`src/rtl/cache_pkg.sv`:
```
// Shared state encoding and address-split width helpers for the cache controller slice.
package cache_pkg;

  typedef enum logic [2:0] {
    IDLE,
    LOOKUP,
    MEM_REQ,
    MEM_WAIT,
    FILL,
    RESP
  } state_t;

  // NUM_SETS is expected to be a power of two, at least 2.
  function automatic int unsigned set_bits(input int unsigned num_sets);
    return $clog2(num_sets);
  endfunction

  function automatic int unsigned tag_bits(input int unsigned addr_size, input int unsigned num_sets);
    return addr_size - 2 - set_bits(num_sets);
  endfunction

  function automatic int unsigned way_bits(input int unsigned num_ways);
    return (num_ways > 1) ? $clog2(num_ways) : 1;
  endfunction

  function automatic logic [31:0] sat_inc(input logic [31:0] value);
    return (value == '1) ? value : value + 32'd1;
  endfunction

endpackage

```
`src/rtl/cache_controller_if.sv`:
```
// CPU-side request/response bus: master is the requester, slave is the cache controller.
interface cache_controller_if #(
  parameter int unsigned ADDR_SIZE = 32
);
  logic                 req_valid;
  logic                 req_ready;
  logic                 req_write;
  logic [ADDR_SIZE-1:0] req_addr;
  logic [31:0]          req_wdata;
  logic                 resp_valid;
  logic [31:0]          resp_rdata;

  modport master (
    output req_valid, req_write, req_addr, req_wdata,
    input  req_ready, resp_valid, resp_rdata
  );

  modport slave (
    input  req_valid, req_write, req_addr, req_wdata,
    output req_ready, resp_valid, resp_rdata
  );
endinterface

```
`src/rtl/cache_replacement.sv`:
```
// Per-set round-robin victim pointers; the lowest invalid way always wins over the pointer.
module cache_replacement
  import cache_pkg::*;
#(
  parameter int unsigned NUM_SETS = 4,
  parameter int unsigned NUM_WAYS = 2
) (
  input  logic                          clk,
  input  logic                          rst,
  input  logic [set_bits(NUM_SETS)-1:0] set,
  input  logic [NUM_WAYS-1:0]           valid_flags,
  input  logic                          advance,
  output logic [way_bits(NUM_WAYS)-1:0] victim
);
  localparam int unsigned WayBits = way_bits(NUM_WAYS);

  logic [WayBits-1:0] ptr [NUM_SETS];
  logic               found;

  always_ff @(posedge clk or negedge rst) begin
    if (!rst) begin
      for (int unsigned i = 0; i < NUM_SETS; i++) begin
        ptr[i] <= '0;
      end
    end else if (advance) begin
      ptr[set] <= (ptr[set] == WayBits'(NUM_WAYS - 1)) ? '0 : ptr[set] + 1'b1;
    end
  end

  always_comb begin
    victim = ptr[set];
    found  = 1'b0;
    for (int unsigned i = 0; i < NUM_WAYS; i++) begin
      if (!found && !valid_flags[i]) begin
        victim = WayBits'(i);
        found  = 1'b1;
      end
    end
  end

endmodule

```
`src/rtl/cache_controller.sv`:
```
// Write-through, no-write-allocate set-associative cache controller driving an external tag/data array.
module cache_controller
  import cache_pkg::*;
#(
  parameter int unsigned ADDR_SIZE  = 32,
  parameter int unsigned NUM_SETS   = 4,
  parameter int unsigned NUM_WAYS   = 2,
  parameter int unsigned BLOCK_SIZE = 32
) (
  input  logic                                     clk,
  input  logic                                     rst,
  cache_controller_if.slave                        cpu,
  output logic [way_bits(NUM_WAYS)-1:0]            way,
  output logic [set_bits(NUM_SETS)-1:0]            set,
  output logic [tag_bits(ADDR_SIZE, NUM_SETS)-1:0] tag,
  output logic                                     write_enable,
  output logic [BLOCK_SIZE-1:0]                    write_data,
  input  logic [BLOCK_SIZE-1:0]                    read_data,
  input  logic [NUM_WAYS-1:0]                      hits,
  input  logic [NUM_WAYS-1:0]                      valid_flags,
  output logic                                     mem_req_valid,
  input  logic                                     mem_req_ready,
  output logic                                     mem_req_write,
  output logic [ADDR_SIZE-1:0]                     mem_addr,
  output logic [31:0]                              mem_wdata,
  input  logic                                     mem_resp_valid,
  input  logic [31:0]                              mem_rdata,
  output logic [31:0]                              hit_count,
  output logic [31:0]                              miss_count
);
  localparam int unsigned SetBits = set_bits(NUM_SETS);
  localparam int unsigned TagBits = tag_bits(ADDR_SIZE, NUM_SETS);
  localparam int unsigned WayBits = way_bits(NUM_WAYS);

  state_t               state, state_next;
  logic                 write_q;
  logic [ADDR_SIZE-1:0] addr_q;
  logic [31:0]          wdata_q;
  logic [31:0]          rdata_q;
  logic [WayBits-1:0]   victim_q, victim, hit_way;
  logic                 hit, advance;

  assign set           = addr_q[2 +: SetBits];
  assign tag           = addr_q[ADDR_SIZE-1 -: TagBits];
  assign hit           = |hits;
  assign mem_addr      = addr_q;
  assign mem_req_write = write_q;
  assign mem_wdata     = wdata_q;
  assign cpu.resp_rdata = rdata_q;

  always_comb begin
    hit_way = '0;
    for (int unsigned i = 0; i < NUM_WAYS; i++) begin
      if (hits[i]) hit_way = WayBits'(i);
    end
  end

  cache_replacement #(
    .NUM_SETS (NUM_SETS),
    .NUM_WAYS (NUM_WAYS)
  ) u_replacement (
    .clk         (clk),
    .rst         (rst),
    .set         (set),
    .valid_flags (valid_flags),
    .advance     (advance),
    .victim      (victim)
  );

  always_ff @(posedge clk or negedge rst) begin
    if (!rst) begin
      state <= IDLE;
    end else begin
      state <= state_next;
    end
  end

  always_comb begin
    state_next     = state;
    cpu.req_ready  = 1'b0;
    cpu.resp_valid = 1'b0;
    mem_req_valid  = 1'b0;
    write_enable   = 1'b0;
    write_data     = wdata_q;
    way            = victim_q;
    advance        = 1'b0;
    unique case (state)
      IDLE: begin
        cpu.req_ready = 1'b1;
        if (cpu.req_valid) state_next = LOOKUP;
      end
      LOOKUP: begin
        way = hit_way;
        if (write_q) begin
          write_enable = hit;
          state_next   = MEM_REQ;
        end else begin
          state_next = hit ? RESP : MEM_REQ;
        end
      end
      MEM_REQ: begin
        mem_req_valid = 1'b1;
        if (mem_req_ready) state_next = MEM_WAIT;
      end
      MEM_WAIT: begin
        if (mem_resp_valid) state_next = write_q ? RESP : FILL;
      end
      FILL: begin
        write_enable = 1'b1;
        write_data   = rdata_q;
        advance      = 1'b1;
        state_next   = RESP;
      end
      RESP: begin
        cpu.resp_valid = 1'b1;
        state_next     = IDLE;
      end
      default: state_next = IDLE;
    endcase
  end

  // rdata_q doubles as the fill buffer: it holds mem_rdata through FILL and is the response word.
  always_ff @(posedge clk or negedge rst) begin
    if (!rst) begin
      write_q    <= 1'b0;
      addr_q     <= '0;
      wdata_q    <= '0;
      rdata_q    <= '0;
      victim_q   <= '0;
      hit_count  <= '0;
      miss_count <= '0;
    end else begin
      unique case (state)
        IDLE: begin
          if (cpu.req_valid) begin
            write_q <= cpu.req_write;
            addr_q  <= cpu.req_addr;
            wdata_q <= cpu.req_wdata;
          end
        end
        LOOKUP: begin
          victim_q <= victim;
          if (hit) hit_count <= sat_inc(hit_count);
          else     miss_count <= sat_inc(miss_count);
          if (write_q)  rdata_q <= '0;
          else if (hit) rdata_q <= read_data;
        end
        MEM_WAIT: begin
          if (mem_resp_valid && !write_q) rdata_q <= mem_rdata;
        end
        default: ;
      endcase
    end
  end

endmodule

```
`src/flat_wrapper.sv`:
```
// flat-port wrapper written by rule: the top's interface ports become plain ports
module cache_controller_flat import cache_pkg::*;
#(
  parameter int unsigned ADDR_SIZE  = 32,
  parameter int unsigned NUM_SETS   = 4,
  parameter int unsigned NUM_WAYS   = 2,
  parameter int unsigned BLOCK_SIZE = 32
)
  (clk, rst, way, set, tag, write_enable, write_data, read_data, hits, valid_flags, mem_req_valid, mem_req_ready, mem_req_write, mem_addr, mem_wdata, mem_resp_valid, mem_rdata, hit_count, miss_count, cpu_req_valid, cpu_req_write, cpu_req_addr, cpu_req_wdata, cpu_req_ready, cpu_resp_valid, cpu_resp_rdata);
  cache_controller_if #(.ADDR_SIZE(ADDR_SIZE)) cpu_i ();
  input  logic clk;
  input  logic rst;
  output logic [way_bits(NUM_WAYS)-1:0] way;
  output logic [set_bits(NUM_SETS)-1:0] set;
  output logic [tag_bits(ADDR_SIZE, NUM_SETS)-1:0] tag;
  output logic write_enable;
  output logic [BLOCK_SIZE-1:0] write_data;
  input  logic [BLOCK_SIZE-1:0] read_data;
  input  logic [NUM_WAYS-1:0] hits;
  input  logic [NUM_WAYS-1:0] valid_flags;
  output logic mem_req_valid;
  input  logic mem_req_ready;
  output logic mem_req_write;
  output logic [ADDR_SIZE-1:0] mem_addr;
  output logic [31:0] mem_wdata;
  input  logic mem_resp_valid;
  input  logic [31:0] mem_rdata;
  output logic [31:0] hit_count;
  output logic [31:0] miss_count;
  input wire logic [$bits(cpu_i.req_valid)-1:0] cpu_req_valid;
  input wire logic [$bits(cpu_i.req_write)-1:0] cpu_req_write;
  input wire logic [$bits(cpu_i.req_addr)-1:0] cpu_req_addr;
  input wire logic [$bits(cpu_i.req_wdata)-1:0] cpu_req_wdata;
  output wire logic [$bits(cpu_i.req_ready)-1:0] cpu_req_ready;
  output wire logic [$bits(cpu_i.resp_valid)-1:0] cpu_resp_valid;
  output wire logic [$bits(cpu_i.resp_rdata)-1:0] cpu_resp_rdata;
  assign cpu_i.req_valid = cpu_req_valid;
  assign cpu_i.req_write = cpu_req_write;
  assign cpu_i.req_addr = cpu_req_addr;
  assign cpu_i.req_wdata = cpu_req_wdata;
  assign cpu_req_ready = cpu_i.req_ready;
  assign cpu_resp_valid = cpu_i.resp_valid;
  assign cpu_resp_rdata = cpu_i.resp_rdata;
  cache_controller #(.ADDR_SIZE(ADDR_SIZE), .NUM_SETS(NUM_SETS), .NUM_WAYS(NUM_WAYS), .BLOCK_SIZE(BLOCK_SIZE)) u_core (.clk(clk), .rst(rst), .cpu(cpu_i), .way(way), .set(set), .tag(tag), .write_enable(write_enable), .write_data(write_data), .read_data(read_data), .hits(hits), .valid_flags(valid_flags), .mem_req_valid(mem_req_valid), .mem_req_ready(mem_req_ready), .mem_req_write(mem_req_write), .mem_addr(mem_addr), .mem_wdata(mem_wdata), .mem_resp_valid(mem_resp_valid), .mem_rdata(mem_rdata), .hit_count(hit_count), .miss_count(miss_count));
endmodule
```
`config.mk`:
```
export PLATFORM = sky130hd
export DESIGN_NAME = cache_controller_flat
export DESIGN_NICKNAME = d
export VERILOG_FILES = /design/src/rtl/cache_pkg.sv /design/src/rtl/cache_controller_if.sv /design/src/rtl/cache_replacement.sv /design/src/rtl/cache_controller.sv /design/src/flat_wrapper.sv
export SDC_FILE = /design/constraint.sdc
export NUM_CORES = 1
export LEC_CHECK = 0
export BUFFER_PORTS_ARGS = -buffer_cell sky130_fd_sc_hd__buf_2
export CAP_MARGIN = 20
export CORE_AREA = 2 2 144 146
export CTS_BUF_LIST = sky130_fd_sc_hd__clkbuf_8
export CTS_CLUSTER_SIZE = 25
export DETAILED_ROUTE_END_ITERATION = 7
export DIE_AREA = 0 0 146 148
export PLACE_DENSITY = 0.72
export SYNTH_ARGS = -nofsm -noshare
export SYNTH_HDL_FRONTEND = slang
export SYNTH_HIERARCHICAL = 1
export SYNTH_SLANG_ARGS = --single-unit
```
`constraint.sdc`:
```
create_clock -name clk -period 2.7 [get_ports clk]
set_input_delay 0.27 -clock clk [delete_from_list [all_inputs] [get_ports clk]]
set_output_delay 0.27 -clock clk [all_outputs]
set_load 0.02 [all_outputs]
```
Word-level counts from Yosys, hierarchy flattened
Cells that the tools add are included.

storage, ports and cells
  register bits after elaboration = 169
  input port bits = 138
  output and inout bits = 228
  word-level logic and storage cells = 75

operators by class
  add/subtract/negate cells = 3
  magnitude comparators = 2
  eq/ne operators = 12
  multiplexer cells = 29
  bitwise gates (word level) = 4
  reductions and logical operators = 13

operators by type and width
  kind                     number
  $mux W32                 4
  $add A32 B1 Y32 const B  2
  $eq A32 B32 Y1 const B   2
  $pmux W32 S2             1
  $mux W3                  5
  $pmux W3 S5              1
  $mux W1                  14
  $reduce_and A3 Y1        4
  $eq A3 B2 Y1 const B     2
  $eq A3 B3 Y1 const B     2
  $ne A2 B2 Y1 const B     3
  $bwmux W4                1
  $eq A3 B1 Y1 const B     1
  $ge A3 B3 Y1 const B     1
  $logic_and A1 B1 Y1      3
  $logic_not A3 Y1         1
  $lt A3 B1 Y1 const B     1
  $ne A3 B1 Y1 const B     1
  $not A1 Y1               3
  $not A2 Y3               1
  $bmux W1 S2              1
  $demux W1 S2             1
  $logic_not A1 Y1         2
  $ne A2 B1 Y1 const B     1
  5 further kinds          5

Depth between registers and ports, before layout
Gate-level depths: netlist of run 1.

  depth after elaboration = 7
  depth in mapped cells = 8
  depth with buffers taken out = 6

By module
The synthesis of run 1 kept the hierarchy.

modules (own cells, without submodules)
  module             instances  cells an instance  area each (µm²)  seq. area each (µm²)
  cache_controller   1          693                7,867.5          4,129.0
  cache_replacement  1          17                 210.2            100.1

Worst setup path before layout of run 1
Ideal clock, no wire load.

  path type = register -> register
  start = reg u_core.state[0]
  end = reg u_core.addr_q[0] (netlist: u_core/mem_addr[0])
  setup time = 0.125 ns
  data arrival time = 2.202 ns
  data required time = 2.575 ns
  setup slack = 0.373 ns
  stages on the path, launching flop included = 7
  buffers on the path = 3
  period minus slack after synthesis = 2.327 ns
  path through = dfrtp_1 > clkbuf_1 > nor3_1 > and2_1 > clkbuf_1 > buf_2 > mux2_2

on the way
  longest elaborated chain between the ends = 2

ends and longest elaborated chain
  what                         line                     source
  from (decl)                  cache_controller.sv:35   state_t state, state_next;
  from (signal assigned)       cache_controller.sv:74   state <= state_next;
  $logic_not A3 Y1             cache_controller.sv:133  unique case (state)
  $reduce_and A2 Y1 (no line)  --
  to (signal assigned)         cache_controller.sv:137  addr_q <= cpu.req_addr;
  to (decl)                    cache_controller.sv:37   logic [ADDR_SIZE-1:0] addr_q;

Every way passes these cells.
A chain may end at the register's enable or synchronous reset.

Worst setup path after layout of run 1
  start = reg u_core.state[1]
  end = out write_data[2]

on the way
  longest elaborated chain between the ends = 2

ends and longest elaborated chain
  what          line                    source
  $eq A3 B3 Y1  cache_controller.sv:87  unique case (state)
  $mux W32      cache_controller.sv:87
  to (decl)     flat_wrapper.sv:17      output logic [BLOCK_SIZE-1:0] write_data;

Every way passes these cells.

==> flow_metrics.tcl, run 1 <==
set metrics [dict create \
    crit_path_max_fanout 24 \
    min_to "u_core/mem_wdata[0]" \
    hold_depth 2 \
    p_leak_nw 5.05 \
    rsz0062_at_grt "no" \
    die_y_um 148 \
    post_drt_wl_per_cell_um 17.2 \
    design.core.area_sq_um 20000 \
    post-route-util 0.522 \
    nets 1186 \
    place_congestion 0.843 \
    synth_xor_area_frac 0.0694 \
    worst_pin_slew_ns 0.685 \
    fin_total_pwr_mw 12.1 \
    synth_top_area_frac 0.524 \
    regToRegStartpoint "u_core/state[0]" \
    drtIter0Drc 253 \
    clock_latency_ns 0.45 \
    wl_mm 22.8 \
    synth_top_family_by_area "simple AND/OR/NAND/NOR gates" \
    final_antenna_net_count 0 \
    synthMuxAreaShare 0.143 \
    slowest_delay_ns 0.42 \
    grt_use_total 0.204 \
    rrSetupSlack_ns 0.35 \
    ys.flop_type "dfrtp_1" \
    fin_crit_sh 0.907 \
    initial_core_util 0.403 \
    synth.avg_cell_area_sq_um 11.4 \
    max_freq_mhz 409 \
    reg2reg_to "u_core/hit_count[29]" \
    avgViaCountPerCell 5.00 \
    io_buffers 365 \
    r2r_cells 5 \
    die_w_um 146 \
    critPathArrivalTime_ns 2.18 \
    drc 0 \
    synthDistinctLibCells 45 \
    drive_gt1_frac 0.496 \
    antenna_found_initial 1 \
    syn_nets 850 \
    synth_compound_area_frac 0.0590 \
    synth-edff-count 0 \
    cp_slowest_cell "dfrtp_1" \
    cp_data_required_time_ns 2.43 \
    synth-simple-area-share 0.155 \
    globalRoute.totalOverflow 0 \
    yosys_warnings 6 \
    vias 6648 \
    startpoint_type "register" \
    grt_max_degree 66 \
    syn_area_sq_um 8080 \
    synth-seq-area-share 0.524 \
    rows 52 \
    cts.path.max_buffers 2 \
    slew_violations 0 \
    status "finished clean" \
    dpl.cell_count 1295 \
    area_growth_pct 29.4 \
    final_cell_count_no_fill 1330 \
    slew_headroom 0.544 \
    die_area_sq_um 21600 \
    cts_setup_buffers 0 \
    cts_root_buf "clkbuf_8" \
    dpl_cell_area_sq_um 10000 \
    grt_pass1_vias 6362 \
    io_pins 366 \
    first_pass_iters 4 \
    cap_violations 0 \
    pwr_density_cell_nw_per_um2 1160 \
    numCtsBuffers 17 \
    worst_clock_skew_ns 0.0165 \
    clkTransAtPathRegs_ns 0.10 \
    cp_top_family "buffers and inverters" \
    worstHoldStart "cpu_req_wdata[0]" \
    dp_slack_ns 0.347 \
    dp_hpwl_mm 17.2 \
    finalHoldViolations 0 \
    crit_chain "buf_4, nor2_1, nand2_1, clkinv_1, buf_6, mux2_2, buf_2" \
    synth_cells 710 \
    finalCriticalPeriod_ns 2.45 \
    ys_ff_latch 169 \
    worstSetupPathType "reg2out" \
    ctsHtreeMaxLevel 4 \
    clkSinkCount 169 \
    async_flop_share 1.00 \
    synth_top_cell_by_area "dfrtp_1" \
    stdcell_area_sq_um 10500 \
    peakVddDrop_mv 0.845 \
    timing.hold.ws_ns 0.0378 \
    synth-adder-area-share 0.00310 \
    cts_tree "built" \
    grt_pass1_wl_mm 34.5 \
    fin_tns_setup_ns 0 \
    setup_ws_ns 0.252 \
    crit_buf_inv 4 \
    synthTopCellsByArea "dfrtp_1 52%, mux2_2 14%, xnor2_1 6.0%, a21oi_1 4.2%, nor3b_1 3.3%" \
    min_path_type "in2reg" \
    endpoint_kind "output port" \
    fillers 1873 \
    setup_violations 0 \
]
worst max path at each step:
| stage | from | end | slack [ns] | cells after the start |
|---|---|---|---|---|
| 6_report | u_core/state[1] | write_data[2] | 0.25 | 7 |
| 5_1_grt | u_core/state[1] | write_data[2] | 0.06 | 7 |
| 4_1_cts | u_core/state[1] | write_data[2] | 0.14 | 7 |
| 3_5_place_dp | u_core/state[0] | u_core/hit_count[29] | 0.35 | 5 |
| 3_3_place_gp | u_core/state[0] | u_core/hit_count[29] | 0.40 | 5 |
| 2_1_floorplan | u_core/state[0] | u_core/mem_addr[0] | 0.37 | 6 |
what timing repair did:
action                                 4_1_cts  5_1_grt
resized for setup                            0        1
setup endpoints to repair                    0        5
endpoints found under the hold margin       62        0
hold buffers                                 1        0
cell usage in the layout (no fill, tap or decap), types with 5 or more instances in the layout:
master	count
buf_2	364
dfrtp_1	169
mux2_2	101
a21oi_1	68
xnor2_1	55
nor2_1	45
nand2_1	39
nor3b_1	36
nand3_1	28
nand4_1	23
clkbuf_8	18
and3_1	15
buf_4	13
and4_1	10
xor2_1	9
inv_6	5
nor3_1	5
sequential cells by signal, summed over array words and instances (netlist names):
register                  cells
u_core/hit_count             32
u_core/miss_count            32
u_core/mem_req_write          1
u_core/state                  3
u_core/mem_addr              32
u_core/u_replacement/ptr      4
u_core/cpu.resp_rdata        32
u_core/victim_q               1
u_core/mem_wdata             32
cells by family after synthesis:
group | after synthesis
xor gates and xnor gates | 64
AOI/OAI and AO/OA | 83
adders and majority gates | 2
and+or+nand+nor | 222
muxes | 102
DFF | 169
buffers and inverters | 68
Yosys cell counts, types with 2 or more instances:
cell type,instances
nor2_1,45
o21ai_0,4
clkbuf_1,25
nand2_1,39
ha_1,2
dfrtp_1,169
nand3b_1,3
and2_1,6
and3_1,15
inv_1,2
nor2b_1,2
nand4_1,23
nor3_1,5
xnor2_1,55
nand3_1,28
buf_1,3
a31oi_1,3
buf_2,6
xor2_1,9
nor3b_1,36
a21oi_1,68
buf_4,30
and4_1,10
mux2_2,101
power by group:
group          internal [mW]  switching, mW  total, mW  leakage [nW]
sequential              3.42          0.801       4.22          2.11
combinational           2.36           3.67       6.04          2.73
clock                  0.874          0.989       1.86         0.209
total                   6.66           5.46       12.1          5.05
area by class of cell:
class / instances / area, sq um / share of cell area
well taps: 270 / 338 / 0.0323
repair buffers: 382 / 1990 / 0.191
clock inverters: 14 / 161 / 0.0154
clock buffers: 18 / 248 / 0.0237
flip-flops and latches: 169 / 4230 / 0.405
inverters: 3 / 11.3 / 0.00108
diodes: 1 / 2.50 / 0.000239
multi-input cells: 473 / 3470 / 0.332
metal layers:
metal | vias up | wire (um) | global-route usage
met5 | - | 0 | 0
met4 | 0 | 860 | 0.0985
met3 | 45 | 1410 | 0.0395
met2 | 273 | 11200 | 0.339
met1 | 3180 | 9400 | 0.259
li1 | 3150 | - | -
(Power assumes the default switching activity.)
==> run 2, diff against run 1 <==
- ABC_AREA: default -> 1
- PLACE_DENSITY: 0.72 -> 0.8
==> run 2 against run 1 <==
Effect of this change: cell area up 12%; register-to-register slack better by 0.12 ns; fmax up 4.3%; synthesized cell count up 70%; critical path type unchanged.
==> flow_metrics.tcl, run 2 <==
set metrics [dict create \
    grt_max_degree 70 \
    grt_pass1_vias 8973 \
    final_cell_mix "500 x nand2_1, 364 x buf_2, 169 x dfrtp_1" \
    wl_met2_mm 14.4 \
    numCtsBuffers 17 \
    io_pins 366 \
    pwr_density_cell_nw_per_um2 1040 \
    rrSetupSlack_ns 0.47 \
    critPathLaunch "u_core/state[0]" \
    fin_tns_setup_ns 0 \
    synth_common_cells "501 x nand2_1, 169 x dfrtp_1, 148 x nor2_1, 64 x mux2_2, 60 x nand3_1" \
    worst_pin_slew_ns 0.697 \
    drc 0 \
    setup_ws_ns 0.353 \
    die_w_um 146 \
    met1_length_mm 11.3 \
    crit_chain "nor2_1, inv_1, nor2_4, buf_4, nand2_1, nand2_1, buf_2" \
    cp_top_family "buffers and inverters" \
    clock_latency_ns 0.47 \
    grt_pass1_wl_mm 45.7 \
    synth-edff-count 0 \
    cp_data_required_time_ns 2.43 \
    initial_core_util 0.471 \
    clkSinkCount 169 \
    max_freq_mhz 426 \
    crit_buf_inv 3 \
    synthDistinctLibCells 34 \
    endpoint_kind "output port" \
    die_area_sq_um 21600 \
    avgViaCountPerCell 5.10 \
    slew_headroom 0.536 \
    finalHoldViolations 0 \
    worst-path-stages 7 \
    area_growth_pct 24.4 \
    design.core.area_sq_um 20000 \
    critPathArrivalTime_ns 2.08 \
    first_pass_iters 5 \
    vias 9335 \
    ctsHtreeMaxLevel 4 \
    post_drt_wl_per_cell_um 15.8 \
    startpoint_type "register" \
    wl_mm 29.0 \
    reg2reg_to "u_core/miss_count[2]" \
    synthTopCellsByArea "dfrtp_1 45%, nand2_1 20%, mux2_2 7.6%, nor2_1 5.9%, nand3_1 3.2%" \
    cts.path.max_buffers 2 \
    yosys_warnings 6 \
    timing.critical_path.to "write_data[20]" \
    yosysMostFrequentCell "nand2_1" \
    cts_root_buf "clkbuf_8" \
    crit_path_max_fanout 36 \
    syn_nets 1350 \
    worstSetupPathType "reg2out" \
    regToRegStartpoint "u_core/miss_count[0]" \
    antenna_found_initial 6 \
    synth-seq-area-share 0.448 \
    worstHoldStart "cpu_req_wdata[0]" \
    cts_tree "built" \
    cap_violations 0 \
    slowest_delay_ns 0.43 \
    fin_crit_sh 0.869 \
    timing.hold.ws_ns 0.0281 \
    nets 1685 \
    fillers 1871 \
    top_layer "met5" \
    final_antenna_net_count 0 \
    ys_ff_latch 169 \
    finalCriticalPeriod_ns 2.35 \
    async_flop_share 1.00 \
    regArea_sq_um 4230 \
    slew_violations 0 \
    cts_resized 0 \
    layout_commonest_cell "nand2_1" \
    multiInputGateArea_sq_um 4540 \
    clkTransAtPathRegs_ns 0.11 \
    globalRoute.totalOverflow 0 \
    min_path_type "in2reg" \
    r2r_cells 9 \
    rsz0062_at_grt "no" \
    ys.flop_type "dfrtp_1" \
    synth.avg_cell_area_sq_um 7.80 \
    dp_slack_ns 0.514 \
    grt_use_total 0.263 \
    status "finished clean" \
    crit_path_frequent_cell "nand2_1" \
    setup_violations 0 \
    p_leak_nw 6.01 \
    synth_top_area_frac 0.448 \
    dp_hpwl_mm 21.8 \
    fin_total_pwr_mw 12.2 \
    die_y_um 148 \
    io_buffers 365 \
    rows 52 \
    synth_cells 1210 \
    place_congestion 0.933 \
    dr_wl_met3_mm 2.21 \
    drive_gt1_frac 0.329 \
    worst_clock_skew_ns 0.0238 \
    peakVddDrop_mv 0.893 \
    syn_area_sq_um 9440 \
    cp_slowest_cell "dfrtp_1" \
    drtIter0Drc 575 \
    synth_top_cell_by_area "dfrtp_1" \
]
-- run 2: cell count changes in the layout (fill, tap and decap cells not counted), moves of 13 or more --
| cell | previous run | this run |
|---|---|---|
| nor3b_1 | 36 | 0 |
| nand2_1 | 39 | 500 |
| a21oi_1 | 68 | 2 |
| mux2_2 | 101 | 64 |
| nor2_1 | 45 | 148 |
| nand3_1 | 28 | 60 |
| and3_1 | 15 | 0 |
| nand3b_1 | 3 | 24 |
| xnor2_1 | 55 | 7 |
| a31oi_1 | 3 | 32 |
| nand2_2 | 0 | 13 |
| inv_1 | 2 | 40 |
-- run 2: metrics by stage --
| stage | area (sq um) | utilization | instances |
|---|---|---|---|
| after floorplan | 9440 | - | 1210 |
| after global routing | 11700 | 0.586 | 1832 |
| final | 11700 | 0.586 | 1832 |
| after detailed placement | 11300 | 0.562 | 1787 |
| after global placement | 11300 | 0.562 | 1787 |
| after CTS | 11700 | 0.585 | 1828 |
-- run 2: per-layer routing --
layer / vias up / track usage
li1: 4500 / -
met1: 4375 / 0.319
met2: 392 / 0.443
met3: 66 / 0.0660
met4: 2 / 0.127
met5: - / 0
-- run 2: where the power goes --
group | switching (mW) | internal (mW) | total, mW
Sequential | 0.789 | 3.41 | 4.20
Clock | 1.07 | 0.709 | 1.78
Combinational | 4.10 | 2.16 | 6.27
Total | 5.96 | 6.28 | 12.2
-- run 2: worst register-to-register path: stages, from the launching register on --
cell     delay [ns]
dfrtp_1        0.45
ha_1           0.28
inv_1          0.10
nor2_2         0.05
nand2_2        0.11
nor2_4         0.06
nand2_2        0.20
nand3_2        0.53
nand2_1        0.22
o21ai_0        0.10
-- run 2: final cells by class --
class,instances,area share
clock inverters,14,0.0109
repair buffers,390,0.177
multi-input cells,922,0.387
diodes,4,0.000852
well taps,270,0.0288
inverters,45,0.0144
clock buffers,18,0.0211
flip-flops and latches,169,0.360
-- run 2: kinds of logic (layout without fill, tap and decap cells) --
logic type	Yosys count	count (layout)	synth area share
other	0	4	0
adder cells (fa/ha/maj)	2	2	0.00265
XOR/XNOR	26	26	0.0241
buffers and inverters	119	467	0.0715
multiplexers	64	64	0.0764
AO/OA/AOI/OAI	51	51	0.0324
AND/OR/NAND/NOR	779	779	0.345
flip-flops	169	169	0.448
-- run 2: how the worst min path moves through the flow --
stage | slack [ns] | cells past startpoint | end
floorplan | -0.03 | 0 | u_core/cpu.resp_rdata[0]
global placement | 0.32 | 1 | u_core/hit_count[30]
detailed placement | 0.35 | 1 | u_core/hit_count[30]
CTS | 0.0001 | 2 | u_core/mem_wdata[4]
global route | 0.0001 | 2 | u_core/mem_wdata[20]
finish | 0.03 | 2 | u_core/mem_wdata[0]
-- run 2: timing repair --
action | in CTS | in global routing
setup buffers | 0 | 0
hold buffers | 9 | 0
endpoints found under the setup margin | 0 | 0
endpoints found under the hold margin | 72 | 0
==> run 3, diff against run 2 <==
- PLACE_DENSITY: 0.8 -> 0.85
==> run 3 against run 2 <==
Effect of this change: via count is 1.8% higher; first-iteration DRC count is 16% higher; wire length grew 2.7%; hold slack improved by 0.012 ns; die area stayed put; sequential power is essentially flat; power is 0.37% higher.
==> flow_metrics.tcl, run 3 (synthesis results as in run 2) <==
set metrics [dict create \
    status "finished clean" \
    cts_setup_buffers 0 \
    numCtsBuffers 17 \
    slew_headroom 0.584 \
    drtIter0Drc 666 \
    die_y_um 148 \
    cts.path.max_buffers 2 \
    setup_ws_ns 0.168 \
    drc 0 \
    globalRoute.totalOverflow 0 \
    clock_latency_ns 0.45 \
    final_cell_mix "500 x nand2_1, 364 x buf_2, 169 x dfrtp_1" \
    cp_data_required_time_ns 2.43 \
    finalCriticalPeriod_ns 2.53 \
    die_w_um 146 \
    rows 52 \
    grt_pass1_wl_mm 45.6 \
    cap_violations 0 \
    clkSinkCount 169 \
    crit_path_max_fanout 18 \
    grt_use_total 0.265 \
    cts_root_buf "clkbuf_8" \
    area_growth_pct 24.4 \
    nets 1682 \
    final_antenna_net_count 0 \
    p_leak_nw 5.98 \
    fin_crit_sh 0.938 \
    place_congestion 0.932 \
    dpl_cell_area_sq_um 11300 \
    critPathArrivalTime_ns 2.26 \
    dpl.cell_count 1785 \
    avgViaCountPerCell 5.20 \
    worst_pin_slew_ns 0.623 \
    startpoint_type "register" \
    worst_clock_skew_ns 0.0161 \
    cts_tree "built" \
    post_drt_wl_per_cell_um 16.3 \
    io_pins 366 \
    io_buffers 365 \
    first_pass_iters 5 \
    slew_violations 0 \
    grt_pass1_vias 9018 \
    dp_hpwl_mm 22.3 \
    die_area_sq_um 21600 \
    stdcell_area_sq_um 11700 \
    wl_mm 29.8 \
    cts_hold_buf 7 \
    min_path_type "in2reg" \
    fillers 1816 \
    drive_gt1_frac 0.327 \
    setup_violations 0 \
    max_freq_mhz 395 \
    fin_tns_setup_ns 0 \
    antenna_found_initial 5 \
    pwr_density_cell_nw_per_um2 1050 \
    design.core.area_sq_um 20000 \
    vias 9504 \
    ctsHtreeMaxLevel 4 \
    final_cell_count_no_fill 1829 \
    endpoint_kind "output port" \
    peakVddDrop_mv 1.09 \
    layout_commonest_cell "nand2_1" \
    cts_resized 0 \
    grt_max_degree 73 \
    rsz0062_at_grt "no" \
    initial_core_util 0.471 \
    finalHoldViolations 0 \
    dp_slack_ns 0.537 \
    clkTransAtPathRegs_ns 0.10 \
    worstSetupPathType "reg2out" \
]
-- run 3: critical path, cell delays in order (launching register included) --
cell and delay, ns:
dfrtp_1 0.43, nor2_1 0.09, inv_1 0.12, nor2_4 0.04, inv_1 0.46, buf_4 0.35
nand2_1 0.08, nand2_1 0.07, buf_2 0.16
-- run 3: layout make-up --
type,instances,area [sq um],share of cell area
diodes,4,10.0,0.000853
flip-flops and latches,169,4230,0.360
multi-input cells,922,4540,0.387
clock buffers,19,262,0.0223
repair buffers,387,2070,0.176
well taps,270,338,0.0288
inverters,45,169,0.0144
clock inverters,13,119,0.0101
-- run 3: path summary, 6_finish.rpt --
check / from / end / slack (ns) / cells after the start
worst min register to register: u_core/victim_q / u_core/victim_q / 0.48 / 2
min in group asynchronous: rst / u_core/hit_count[30] / 0.35 / 2
worst max-delay path: u_core/state[0] / write_data[30] / 0.17 / 8
worst min-delay path: cpu_req_wdata[18] / u_core/mem_wdata[18] / 0.04 / 2
worst max register to register: u_core/miss_count[0] / u_core/miss_count[6] / 0.49 / 8
max in group asynchronous: rst / u_core/mem_wdata[3] / 1.55 / 3
-- run 3: per-stage QoR --
stage	power (mW)	utilization	hold slack [ns]
floorplan	8.50	-	-0.0256
global placement	10.3	0.562	0.266
detailed placement	10.5	0.562	0.274
CTS	12.3	0.585	0.0000464
global route	13.0	0.585	0.00659
finish	12.3	0.586	0.0404
-- run 3: report_power, final --
group / internal, mW / total (mW) / switching [mW]
logic: 2.16 / 6.28 / 4.11
clock network: 0.785 / 1.78 / 0.992
registers: 3.41 / 4.23 / 0.824
total: 6.36 / 12.3 / 5.93
-- run 3: layer usage --
layer | share of wire | vias up | global-route usage
met2 | 0.50 | 419 | 0.456
li1 | - | 4506 | -
met3 | 0.071 | 75 | 0.0617
met5 | 0.00044 | - | 0
met4 | 0.035 | 2 | 0.117
met1 | 0.39 | 4502 | 0.318
